<file path="src/rtl/decode_stage_pipe_if.sv">
// Handshake and decoded-bundle bus between fetch, decode stage and execute.
// master = upstream/downstream environment, slave = the decode stage itself.
interface decode_stage_pipe_if #(
    parameter int ALU_OP_W = 4,
    parameter int CNT_W    = 16
) ();
    logic                flush;
    logic                in_valid;
    logic                in_ready;
    logic [31:0]         instruction;
    logic                out_valid;
    logic                out_ready;
    logic                branch_enable;
    logic                jump;
    logic                jump_reg;
    logic                pc_to_alu;
    logic [ALU_OP_W-1:0] alu_op;
    logic                alu_src;
    logic                alu_inv_zero;
    logic                mem_read;
    logic                mem_write_enable;
    logic [1:0]          mem_size;
    logic                mem_unsigned;
    logic                mem_to_reg;
    logic                reg_write_enable;
    logic [4:0]          rd;
    logic [4:0]          rs1;
    logic [4:0]          rs2;
    logic                ill_instr;
    logic [CNT_W-1:0]    ill_count;
    logic [CNT_W-1:0]    bubble_count;

    modport master (
        output flush, in_valid, instruction, out_ready,
        input  in_ready, out_valid, branch_enable, jump, jump_reg, pc_to_alu, alu_op, alu_src,
               alu_inv_zero, mem_read, mem_write_enable, mem_size, mem_unsigned, mem_to_reg,
               reg_write_enable, rd, rs1, rs2, ill_instr, ill_count, bubble_count
    );

    modport slave (
        input  flush, in_valid, instruction, out_ready,
        output in_ready, out_valid, branch_enable, jump, jump_reg, pc_to_alu, alu_op, alu_src,
               alu_inv_zero, mem_read, mem_write_enable, mem_size, mem_unsigned, mem_to_reg,
               reg_write_enable, rd, rs1, rs2, ill_instr, ill_count, bubble_count
    );
endinterface

</file>
<file path="src/rtl/decode_stage_pipe.sv">
// Registered RV32I decode stage with valid/ready handshake, flush, load-use interlock
// and saturating illegal-instruction / bubble counters.
module decode_stage_pipe #(
    parameter int ALU_OP_W  = 4,
    parameter int HAZARD_EN = 1,
    parameter int CNT_W     = 16
) (
    input  logic                clk,
    input  logic                rst,
    decode_stage_pipe_if.slave  bus
);
    localparam logic [ALU_OP_W-1:0] ALU_ADD    = 0;
    localparam logic [ALU_OP_W-1:0] ALU_SUB    = 1;
    localparam logic [ALU_OP_W-1:0] ALU_SLL    = 2;
    localparam logic [ALU_OP_W-1:0] ALU_SLT    = 3;
    localparam logic [ALU_OP_W-1:0] ALU_SLTU   = 4;
    localparam logic [ALU_OP_W-1:0] ALU_XOR    = 5;
    localparam logic [ALU_OP_W-1:0] ALU_SRL    = 6;
    localparam logic [ALU_OP_W-1:0] ALU_SRA    = 7;
    localparam logic [ALU_OP_W-1:0] ALU_OR     = 8;
    localparam logic [ALU_OP_W-1:0] ALU_AND    = 9;
    localparam logic [ALU_OP_W-1:0] ALU_PASS_1 = 10;

    typedef struct packed {
        logic                branch_enable;
        logic                jump;
        logic                jump_reg;
        logic                pc_to_alu;
        logic [ALU_OP_W-1:0] alu_op;
        logic                alu_src;
        logic                alu_inv_zero;
        logic                mem_read;
        logic                mem_write_enable;
        logic [1:0]          mem_size;
        logic                mem_unsigned;
        logic                mem_to_reg;
        logic                reg_write_enable;
        logic [4:0]          rd;
        logic [4:0]          rs1;
        logic [4:0]          rs2;
        logic                ill_instr;
    } bundle_t;

    function automatic logic [ALU_OP_W-1:0] alu_fn(input logic [2:0] f3, input logic alt);
        case (f3)
            3'b000:  alu_fn = alt ? ALU_SUB : ALU_ADD;
            3'b001:  alu_fn = ALU_SLL;
            3'b010:  alu_fn = ALU_SLT;
            3'b011:  alu_fn = ALU_SLTU;
            3'b100:  alu_fn = ALU_XOR;
            3'b101:  alu_fn = alt ? ALU_SRA : ALU_SRL;
            3'b110:  alu_fn = ALU_OR;
            default: alu_fn = ALU_AND;
        endcase
    endfunction

    bundle_t     r_b;
    logic        r_valid;
    logic [CNT_W-1:0] r_ill_cnt, r_bub_cnt;

    bundle_t     w_dec;
    logic        w_ill, w_use_rs1, w_use_rs2, w_hazard, w_in_ready, w_accept;
    logic [6:0]  w_opc, w_f7;
    logic [2:0]  w_f3;

    assign w_opc = bus.instruction[6:0];
    assign w_f3  = bus.instruction[14:12];
    assign w_f7  = bus.instruction[31:25];

    always_comb begin
        w_dec     = '0;
        w_ill     = 1'b0;
        w_use_rs1 = 1'b0;
        w_use_rs2 = 1'b0;
        w_dec.rd  = bus.instruction[11:7];
        w_dec.rs1 = bus.instruction[19:15];
        case (w_opc)
            7'b0110011: begin
                w_use_rs1 = 1'b1;
                w_use_rs2 = 1'b1;
                w_ill = !(w_f7 == 7'b0 || (w_f7 == 7'b0100000 && (w_f3 == 3'b000 || w_f3 == 3'b101)));
                w_dec.alu_op           = alu_fn(w_f3, w_f7[5]);
                w_dec.reg_write_enable = 1'b1;
            end
            7'b0010011: begin
                w_use_rs1 = 1'b1;
                if (w_f3 == 3'b001)
                    w_ill = (w_f7 != 7'b0);
                else if (w_f3 == 3'b101)
                    w_ill = !(w_f7 == 7'b0 || w_f7 == 7'b0100000);
                // only shifts carry funct7; addi's imm[10] must not turn it into sub
                w_dec.alu_op           = alu_fn(w_f3, (w_f3 == 3'b101) && w_f7[5]);
                w_dec.alu_src          = 1'b1;
                w_dec.reg_write_enable = 1'b1;
            end
            7'b0110111: begin
                w_dec.alu_op           = ALU_PASS_1;
                w_dec.alu_src          = 1'b1;
                w_dec.reg_write_enable = 1'b1;
            end
            7'b0010111: begin
                w_dec.alu_op           = ALU_ADD;
                w_dec.alu_src          = 1'b1;
                w_dec.pc_to_alu        = 1'b1;
                w_dec.reg_write_enable = 1'b1;
            end
            7'b1101111: begin
                w_dec.jump             = 1'b1;
                w_dec.reg_write_enable = 1'b1;
            end
            7'b1100111: begin
                w_use_rs1 = 1'b1;
                w_ill     = (w_f3 != 3'b000);
                w_dec.jump             = 1'b1;
                w_dec.jump_reg         = 1'b1;
                w_dec.alu_op           = ALU_ADD;
                w_dec.alu_src          = 1'b1;
                w_dec.reg_write_enable = 1'b1;
            end
            7'b1100011: begin
                w_use_rs1 = 1'b1;
                w_use_rs2 = 1'b1;
                w_ill     = (w_f3[2:1] == 2'b01);
                w_dec.branch_enable = 1'b1;
                w_dec.alu_op        = !w_f3[2] ? ALU_SUB : (w_f3[1] ? ALU_SLTU : ALU_SLT);
                // bne/blt/bltu take the branch on a non-zero ALU result
                w_dec.alu_inv_zero  = w_f3[2] ? !w_f3[0] : w_f3[0];
            end
            7'b0000011: begin
                w_use_rs1 = 1'b1;
                w_ill     = (w_f3 == 3'b011) || (w_f3[2:1] == 2'b11);
                w_dec.mem_read         = 1'b1;
                w_dec.mem_to_reg       = 1'b1;
                w_dec.alu_op           = ALU_ADD;
                w_dec.alu_src          = 1'b1;
                w_dec.mem_size         = w_f3[1:0];
                w_dec.mem_unsigned     = w_f3[2];
                w_dec.reg_write_enable = 1'b1;
            end
            7'b0100011: begin
                w_use_rs1 = 1'b1;
                w_use_rs2 = 1'b1;
                w_ill     = w_f3[2] || (w_f3[1:0] == 2'b11);
                w_dec.mem_write_enable = 1'b1;
                w_dec.alu_op           = ALU_ADD;
                w_dec.alu_src          = 1'b1;
                w_dec.mem_size         = w_f3[1:0];
            end
            default: w_ill = 1'b1;
        endcase
        if (w_ill) begin
            w_dec           = '0;
            w_dec.ill_instr = 1'b1;
            w_use_rs1       = 1'b0;
            w_use_rs2       = 1'b0;
        end
        w_dec.rs2              = w_use_rs2 ? bus.instruction[24:20] : 5'd0;
        w_dec.reg_write_enable = w_dec.reg_write_enable && (w_dec.rd != 5'd0);
    end

    assign w_hazard = (HAZARD_EN != 0) && r_valid && r_b.mem_read && (r_b.rd != 5'd0) && bus.in_valid &&
                      ((w_use_rs1 && w_dec.rs1 == r_b.rd) || (w_use_rs2 && w_dec.rs2 == r_b.rd));
    assign w_in_ready = !rst && !bus.flush && (!r_valid || bus.out_ready) && !w_hazard;
    assign w_accept   = bus.in_valid && w_in_ready;

    always_ff @(posedge clk) begin
        if (rst) begin
            r_valid   <= 1'b0;
            r_b       <= '0;
            r_ill_cnt <= '0;
            r_bub_cnt <= '0;
        end else begin
            if (bus.flush)
                r_valid <= 1'b0;
            else if (w_accept) begin
                r_b     <= w_dec;
                r_valid <= 1'b1;
            end else if (bus.out_ready)
                r_valid <= 1'b0;
            if (w_accept && w_dec.ill_instr && r_ill_cnt != '1)
                r_ill_cnt <= r_ill_cnt + 1'b1;
            if (w_hazard && bus.out_ready && r_valid && r_bub_cnt != '1)
                r_bub_cnt <= r_bub_cnt + 1'b1;
        end
    end

    assign bus.in_ready         = w_in_ready;
    assign bus.out_valid        = r_valid;
    assign bus.branch_enable    = r_b.branch_enable;
    assign bus.jump             = r_b.jump;
    assign bus.jump_reg         = r_b.jump_reg;
    assign bus.pc_to_alu        = r_b.pc_to_alu;
    assign bus.alu_op           = r_b.alu_op;
    assign bus.alu_src          = r_b.alu_src;
    assign bus.alu_inv_zero     = r_b.alu_inv_zero;
    assign bus.mem_read         = r_b.mem_read;
    assign bus.mem_write_enable = r_b.mem_write_enable;
    assign bus.mem_size         = r_b.mem_size;
    assign bus.mem_unsigned     = r_b.mem_unsigned;
    assign bus.mem_to_reg       = r_b.mem_to_reg;
    assign bus.reg_write_enable = r_b.reg_write_enable;
    assign bus.rd               = r_b.rd;
    assign bus.rs1              = r_b.rs1;
    assign bus.rs2              = r_b.rs2;
    assign bus.ill_instr        = r_b.ill_instr;
    assign bus.ill_count        = r_ill_cnt;
    assign bus.bubble_count     = r_bub_cnt;
endmodule
</file>
<file path="src/flat_wrapper.sv">
// flat-port wrapper written by rule: the top's interface ports become plain ports
module decode_stage_pipe_flat 
#(
    parameter int ALU_OP_W  = 4,
    parameter int HAZARD_EN = 1,
    parameter int CNT_W     = 16
)
  (clk, rst, bus_flush, bus_in_valid, bus_instruction, bus_out_ready, bus_in_ready, bus_out_valid, bus_branch_enable, bus_jump, bus_jump_reg, bus_pc_to_alu, bus_alu_op, bus_alu_src, bus_alu_inv_zero, bus_mem_read, bus_mem_write_enable, bus_mem_size, bus_mem_unsigned, bus_mem_to_reg, bus_reg_write_enable, bus_rd, bus_rs1, bus_rs2, bus_ill_instr, bus_ill_count, bus_bubble_count);
  decode_stage_pipe_if #(.ALU_OP_W(ALU_OP_W), .CNT_W(CNT_W)) bus_i ();
  input  logic clk;
  input  logic rst;
  input wire logic [$bits(bus_i.flush)-1:0] bus_flush;
  input wire logic [$bits(bus_i.in_valid)-1:0] bus_in_valid;
  input wire logic [$bits(bus_i.instruction)-1:0] bus_instruction;
  input wire logic [$bits(bus_i.out_ready)-1:0] bus_out_ready;
  output wire logic [$bits(bus_i.in_ready)-1:0] bus_in_ready;
  output wire logic [$bits(bus_i.out_valid)-1:0] bus_out_valid;
  output wire logic [$bits(bus_i.branch_enable)-1:0] bus_branch_enable;
  output wire logic [$bits(bus_i.jump)-1:0] bus_jump;
  output wire logic [$bits(bus_i.jump_reg)-1:0] bus_jump_reg;
  output wire logic [$bits(bus_i.pc_to_alu)-1:0] bus_pc_to_alu;
  output wire logic [$bits(bus_i.alu_op)-1:0] bus_alu_op;
  output wire logic [$bits(bus_i.alu_src)-1:0] bus_alu_src;
  output wire logic [$bits(bus_i.alu_inv_zero)-1:0] bus_alu_inv_zero;
  output wire logic [$bits(bus_i.mem_read)-1:0] bus_mem_read;
  output wire logic [$bits(bus_i.mem_write_enable)-1:0] bus_mem_write_enable;
  output wire logic [$bits(bus_i.mem_size)-1:0] bus_mem_size;
  output wire logic [$bits(bus_i.mem_unsigned)-1:0] bus_mem_unsigned;
  output wire logic [$bits(bus_i.mem_to_reg)-1:0] bus_mem_to_reg;
  output wire logic [$bits(bus_i.reg_write_enable)-1:0] bus_reg_write_enable;
  output wire logic [$bits(bus_i.rd)-1:0] bus_rd;
  output wire logic [$bits(bus_i.rs1)-1:0] bus_rs1;
  output wire logic [$bits(bus_i.rs2)-1:0] bus_rs2;
  output wire logic [$bits(bus_i.ill_instr)-1:0] bus_ill_instr;
  output wire logic [$bits(bus_i.ill_count)-1:0] bus_ill_count;
  output wire logic [$bits(bus_i.bubble_count)-1:0] bus_bubble_count;
  assign bus_i.flush = bus_flush;
  assign bus_i.in_valid = bus_in_valid;
  assign bus_i.instruction = bus_instruction;
  assign bus_i.out_ready = bus_out_ready;
  assign bus_in_ready = bus_i.in_ready;
  assign bus_out_valid = bus_i.out_valid;
  assign bus_branch_enable = bus_i.branch_enable;
  assign bus_jump = bus_i.jump;
  assign bus_jump_reg = bus_i.jump_reg;
  assign bus_pc_to_alu = bus_i.pc_to_alu;
  assign bus_alu_op = bus_i.alu_op;
  assign bus_alu_src = bus_i.alu_src;
  assign bus_alu_inv_zero = bus_i.alu_inv_zero;
  assign bus_mem_read = bus_i.mem_read;
  assign bus_mem_write_enable = bus_i.mem_write_enable;
  assign bus_mem_size = bus_i.mem_size;
  assign bus_mem_unsigned = bus_i.mem_unsigned;
  assign bus_mem_to_reg = bus_i.mem_to_reg;
  assign bus_reg_write_enable = bus_i.reg_write_enable;
  assign bus_rd = bus_i.rd;
  assign bus_rs1 = bus_i.rs1;
  assign bus_rs2 = bus_i.rs2;
  assign bus_ill_instr = bus_i.ill_instr;
  assign bus_ill_count = bus_i.ill_count;
  assign bus_bubble_count = bus_i.bubble_count;
  decode_stage_pipe #(.ALU_OP_W(ALU_OP_W), .HAZARD_EN(HAZARD_EN), .CNT_W(CNT_W)) u_core (.clk(clk), .rst(rst), .bus(bus_i));
endmodule
</file>
<file path="config.mk">
export PLATFORM = sky130hd
export DESIGN_NAME = decode_stage_pipe_flat
export DESIGN_NICKNAME = d
export VERILOG_FILES = /design/src/rtl/decode_stage_pipe_if.sv /design/src/rtl/decode_stage_pipe.sv /design/src/flat_wrapper.sv
export SDC_FILE = /design/constraint.sdc
export NUM_CORES = 1
export LEC_CHECK = 0
export ABC_AREA = 1
export CORE_UTILIZATION = 50
export CTS_CLUSTER_SIZE = 14
export DETAILED_ROUTE_END_ITERATION = 16
export DONT_BUFFER_PORTS = 1
export HOLD_SLACK_MARGIN = 0.05
export PLACE_DENSITY = 0.76
export SLEW_MARGIN = 20
export SYNTH_ARGS = -nofsm -noshare
export SYNTH_HDL_FRONTEND = slang
export SYNTH_SLANG_ARGS = --single-unit
export TNS_END_PERCENT = 50
</file>
<file path="constraint.sdc">
create_clock -name clk -period 2.1 [get_ports clk]
set_input_delay 0.315 -clock clk [delete_from_list [all_inputs] [get_ports clk]]
set_output_delay 0.315 -clock clk [all_outputs]
set_load 0.05 [all_outputs]
</file>
==> run summary, run 1 <==
Crit. End Element: output port
Area growth, synth to finish: 41.02%
vias in the first global route: 4211
Fin Hold WS: 0.1171 ns
# rows: 32
critical path's slowest cell: dfxtp_2
Leak: 2.341 nW
Synth Instances: 585
largest net degree at the start of global routing: 34
Die X: 90.88 um
share of cells above drive strength 1: 37.88%
Setup WS post-layout: -0.1335 ns
Wirelength per Cell: 16.19 um
Skew-Pair Late Insertion Delay: 0.35 ns
r2r startpoint: u_core.bus.rd[3]
clk root buf: clkbuf_8
final worst-path cycle share: 106.4%
crit path to: bus_in_ready
io pins: 104
Final Util: 72.46%
main area contributors after synthesis: dfxtp_1 (33%), nand2_1 (13%), a21oi_1 (6.6%)
# placed instances: 762
Synth Area per Inst: 6.752 sq um
final cell count without fillers: 799
critical path peak fanout: 6
CTS tree: done
synth unique cells: 44
H-tree depth: 3
post-synth top area share: 32.94%
first-pass GRT wire length: 19780 um
DR vias: 4489
# port buffers: 0
HPWL after detailed placement: 8520 um
Worst setup SP type: flip-flop
worst min path class: in2reg
Yosys warnings: 0
Critical Path, Cell by Cell: inv_2 -> nand2_1 -> o21ai_0 -> nor3_1 -> nand3_1 -> a21oi_2 -> nand3_2 -> nand2_4 -> a21boi_4 -> buf_12
max cap viols: 0
Antenna Nets Post-Route: 0
slowest cell delay on critical path: 0.34 ns
Yosys reg bits: 65
Peak VDD IR: 0.4491 mV
Remaining DRCs: 0
core area: 0.007687 sq mm
worst-case reg-to-reg path depth: 14
post-synth design cell area: 0.003950 sq mm
maximum clock frequency: 447.7 MHz
GRT overflow: 0
crit path time final: 2.233 ns
starting density of the core: 51.38%
actual slew at the worst max-slew pin: 0.7193 ns
setup TNS: -0.9179 ns
Setup Skew: 0.01065 ns
area leader, netlist: dfxtp_1
Worst-path clk slew: 0.08 ns
post-layout net count: 731
Slew HR: 51.99%
Max Slew Vio Count: 0
# clock sinks: 65
WL final: 12930 um
initial DRC count: 234
# setup viols final: 18
failing checks: setup timing
status: complete, but fails checks
gpl congestion: 0.9328
Max clock buf depth: 2
Die Area: 0.008259 sq mm
Antenna Diode Count: 0
CP arrival: 1.92 ns
CTS Buf Count: 9
RSZ-0062 raised after global routing: yes
setup slack at placement: -0.3343 ns
final hold violation count: 0
power per cell area: 519.1 mW/mm^2
Crit path required time: 1.78 ns
syn_nets: 624
GR Util All Layers: 29.37%
Seq/Total Area, Yosys: 32.94%
r2r endpoint: u_core.bus.bubble_count[7]
DR vias/cell: 5.618
initial antenna violation count: 0
kind of critical path: reg2out
Pre-Repair DR Iteration Count: 7
Die Span Y: 90.88 um
Crit. Startpoint: u_core.bus.rd[3]
r2r setup slk: -0.11 ns
-- layer usage --
metal / GRT usage [%] / share of wire, % / up-vias
li1: - / - / 2151
met1: 35.68 / 41 / 2116
met2: 49.94 / 48 / 189
met3: 7.744 / 8.1 / 33
met4: 10.19 / 2.3 / 0
met5: 0 / 0 / -
-- layout make-up --
| class | instances | area [sq um] |
|---|---|---|
| well taps | 102 | 127.6 |
| fillers | 600 | 2117 |
| inverters | 68 | 292.8 |
| clock inverters | 5 | 86.33 |
| flip-flops and latches | 65 | 1318 |
| multi-input cells | 434 | 2634 |
| repair buffers | 114 | 970.9 |
| clock buffers | 11 | 141.4 |
-- worst min path at each step --
stage                   startpoint                         end  slack (ns)  cells past startpoint
6_report       bus_instruction[15]           u_core.bus.rs1[0]        0.12                      2
4_1_cts                        rst  u_core.bus.bubble_count[6]        0.11                      2
2_1_floorplan  bus_instruction[15]           u_core.bus.rs1[0]        0.46                      2
3_5_place_dp                   rst     u_core.bus.ill_count[3]        0.39                      1
3_3_place_gp                   rst    u_core.bus.ill_count[13]        0.38                      1
5_1_grt        bus_instruction[15]           u_core.bus.rs1[0]        0.11                      2
-- timing repair --
item / 4_1_cts / 5_1_grt
cloned: 1 / 1
pin swaps: 12 / 42
hold buffers: 1 / 0
buffers inserted: 7 / 11
gates resized for setup: 20 / 69
setup endpoints to repair: 2 / 63
endpoints found under the hold margin: 33 / 0
-- stage by stage --
| stage | area (sq um) | power (W) |
|---|---|---|
| after global placement | 4822 | 0.001596 |
| after floorplan | 4074 | 0.001519 |
| final | 5570 | 0.002892 |
| after global routing | 5570 | 0.002988 |
| after detailed placement | 4822 | 0.001602 |
| after CTS | 5200 | 0.002860 |
-- synthesized netlist by cell type (all sizes together) --
cell type and instances:
a211oi 1, a21boi 1, a21oi 59, a221oi 3, a22oi 3, a32o 2, and3b 1, buf 12
clkbuf 7, dfxtp 65, ha 2, inv 68, nand2 150, nand3 48, nand4 25, nor2 81
nor3 13, nor3b 1, nor4 2, o211a 1, o21a 2, o21ai 22, o22ai 3, o31ai 1
o41ai 1, or2 1, xnor2 3, xor2 7
-- cell families after synthesis --
family                     after synthesis  synth area share [%]
and+or+nand+nor                        322                 40.32
AOI/OAI and AO/OA                       99                 14.67
buffers and inverters                   87                 9.218
DFF                                     65                 32.94
xor gates and xnor gates                10                 2.217
adders and majority gates                2                0.6334
-- worst max-delay path: cells and delay by family, from the launching register on --
kind,cells,cell delay [ns]
AOI/OAI and AO/OA,3,0.28
DFF,1,0.34
buffers and inverters,2,0.22
and+or+nand+nor,5,0.74
-- cells in the final DEF (no fill, tap or decap), types with 20 or more instances in the layout --
cell and instances:
dfxtp_1 56, nand2_2 21, nand3_1 35, nor2_1 51, buf_4 102, inv_1 52
a21oi_1 39, a21oi_2 20, nand4_1 22, nand2_1 121
-- where the power goes --
group,internal [W],switching [W],total (W)
Combinational,0.000137,0.000218,0.000355
Sequential,0.00125,0.0000374,0.00128
Clock,0.000713,0.000541,0.00125
(Power assumes the default switching activity.)
==> inputs of run 2 (changes only) <==
PLACE_DENSITY = 0.68   (was 0.76)
==> run 2 against run 1 <==
The flow still finishes with violations (setup timing). Utilization increased by 2.1 points. Final cell count up 1.4%. Die area stayed put. First-iteration DRC count fell by 2.1%. Via count is 0.25% higher. Critical endpoint unchanged. Largest power group unchanged.
==> run summary, run 2 (synthesized netlist as in run 1, its figures left out) <==
Setup Skew: 0.01189 ns
Pre-Repair DR Iteration Count: 7
r2r startpoint: u_core.bus.rd[0]
H-tree depth: 3
setup TNS: -0.8796 ns
Worst Hold Depth: 2
DR vias: 4500
vias in the first global route: 4203
Skew-Pair Late Insertion Delay: 0.35 ns
Worst-path clk slew: 0.08 ns
max cap viols: 0
share of cells above drive strength 1: 40.25%
CTS Buf Count: 9
failing checks: setup timing
# setup viols final: 27
GRT overflow: 0
Die X: 90.88 um
Die Area: 0.008259 sq mm
HPWL after detailed placement: 8266 um
# port buffers: 0
# placed instances: 766
CP arrival: 1.87 ns
post-layout net count: 742
Fin Hold WS: 0.1054 ns
# rows: 32
Die Span Y: 90.88 um
r2r setup slk: -0.01 ns
maximum clock frequency: 456.9 MHz
Cell Area, Placed: 0.004865 sq mm
largest net degree at the start of global routing: 32
Leak: 2.402 nW
Crit path required time: 1.78 ns
worst min path class: in2reg
status: complete, but fails checks
Crit. End Element: output port
GR Util All Layers: 28.61%
commonest non-fill, non-tap cell in the layout: nand2_1
crit path to: bus_in_ready
Max Slew Vio Count: 0
kind of critical path: reg2out
CTS tree: done
Final Util: 74.59%
RSZ-0062 raised after global routing: yes
crit path time final: 2.189 ns
Max clock buf depth: 2
core area: 0.007687 sq mm
final hold violation count: 0
r2r endpoint: u_core.bus.rs1[0]
Crit. Startpoint: u_core.bus.rd[3]
gpl congestion: 0.8824
Setup WS post-layout: -0.08881 ns
Wirelength per Cell: 15.74 um
commonest cells after routing, fill and taps aside: nand2_1 (116), buf_4 (109), dfxtp_1 (56), nor2_1 (54), inv_1 (50)
starting density of the core: 51.38%
Peak VDD IR: 0.3373 mV
Remaining DRCs: 0
final instance area: 0.005734 sq mm
clk root buf: clkbuf_8
critical path peak fanout: 4
initial DRC count: 229
Antenna Nets Post-Route: 0
Area growth, synth to finish: 45.17%
Slew HR: 61.14%
Antenna Diode Count: 0
final cell count without fillers: 810
power per cell area: 504.1 mW/mm^2
DR vias/cell: 5.556
actual slew at the worst max-slew pin: 0.5821 ns
initial antenna violation count: 0
WL final: 12750 um
# clock sinks: 65
Worst setup SP type: flip-flop
worst-case reg-to-reg path depth: 13
first-pass GRT wire length: 19070 um
io pins: 104
final worst-path cycle share: 104.2%
run 2: cell types whose count changed in the layout (fill, tap and decap cells not counted), sizes merged:
| cell | delta |
|---|---|
| buf | +7 |
| clkbuf | +1 |
| clkinv | +1 |
| clkinvlp | +2 |
| dlygate4sd3 | +1 |
| inv | -1 |
run 2: worst min-delay path by stage:
stage,start,endpoint,slack [ns]
2_1_floorplan,bus_instruction[15],u_core.bus.rs1[0],0.46
3_3_place_gp,rst,u_core.bus.bubble_count[8],0.39
3_5_place_dp,rst,u_core.bus.bubble_count[8],0.39
4_1_cts,rst,u_core.bus.bubble_count[6],0.11
5_1_grt,rst,u_core.bus.bubble_count[6],0.13
6_report,rst,u_core.bus.bubble_count[6],0.11
run 2: area by class of cell:
cell class / count / area [sq um]
Clock buffer: 9 / 123.9
Clock inverter: 7 / 93.84
Fill cell: 571 / 1953
Inverter: 68 / 295.3
Multi-Input combinational cell: 434 / 2668
Sequential cell: 65 / 1318
Tap cell: 102 / 127.6
Timing Repair Buffer: 125 / 1109
run 2: power by group:
group	total (W)	switching [W]	leakage [nW]	internal [W]
logic	0.000399	0.000234	1.77	0.000165
clock network	0.00121	0.000540	0.106	0.000668
registers	0.00128	0.0000376	0.530	0.00125
total	0.00289	0.000812	2.40	0.00208
run 2: per-stage QoR:
| step | setup slack [ns] | total power [W] |
|---|---|---|
| floorplan | -0.08190 | 0.001519 |
| global placement | -0.2720 | 0.001599 |
| global route | -0.2447 | 0.002976 |
| finish | -0.08881 | 0.002891 |
| CTS | -0.05494 | 0.002819 |
| detailed placement | -0.3563 | 0.001605 |
run 2: worst max-delay path: stages (launching register included):
cell and delay, ns:
dfxtp_2 0.33, buf_4 0.20, nor3_4 0.19, nand3_1 0.10
nand4_1 0.16, inv_2 0.08, buf_4 0.15, a21boi_4 0.17
buf_12 0.15
run 2: routing by layer:
metal,GRT usage (%),wire (um),up-vias
met1,34.68,5088,2078
met4,11.51,243,0
met5,0,0,-
met2,47.35,6189,212
met3,8.418,1227,24
li1,-,-,2186
run 2: timing repair:
| action | CTS | global route |
|---|---|---|
| endpoints found under the setup margin | 41 | 64 |
| pin swaps | 21 | 39 |
| buffers inserted | 13 | 9 |
| gates resized for setup | 17 | 85 |
| endpoints found under the hold margin | 31 | 0 |
| cloned | 1 | 4 |
| hold buffers | 2 | 0 |
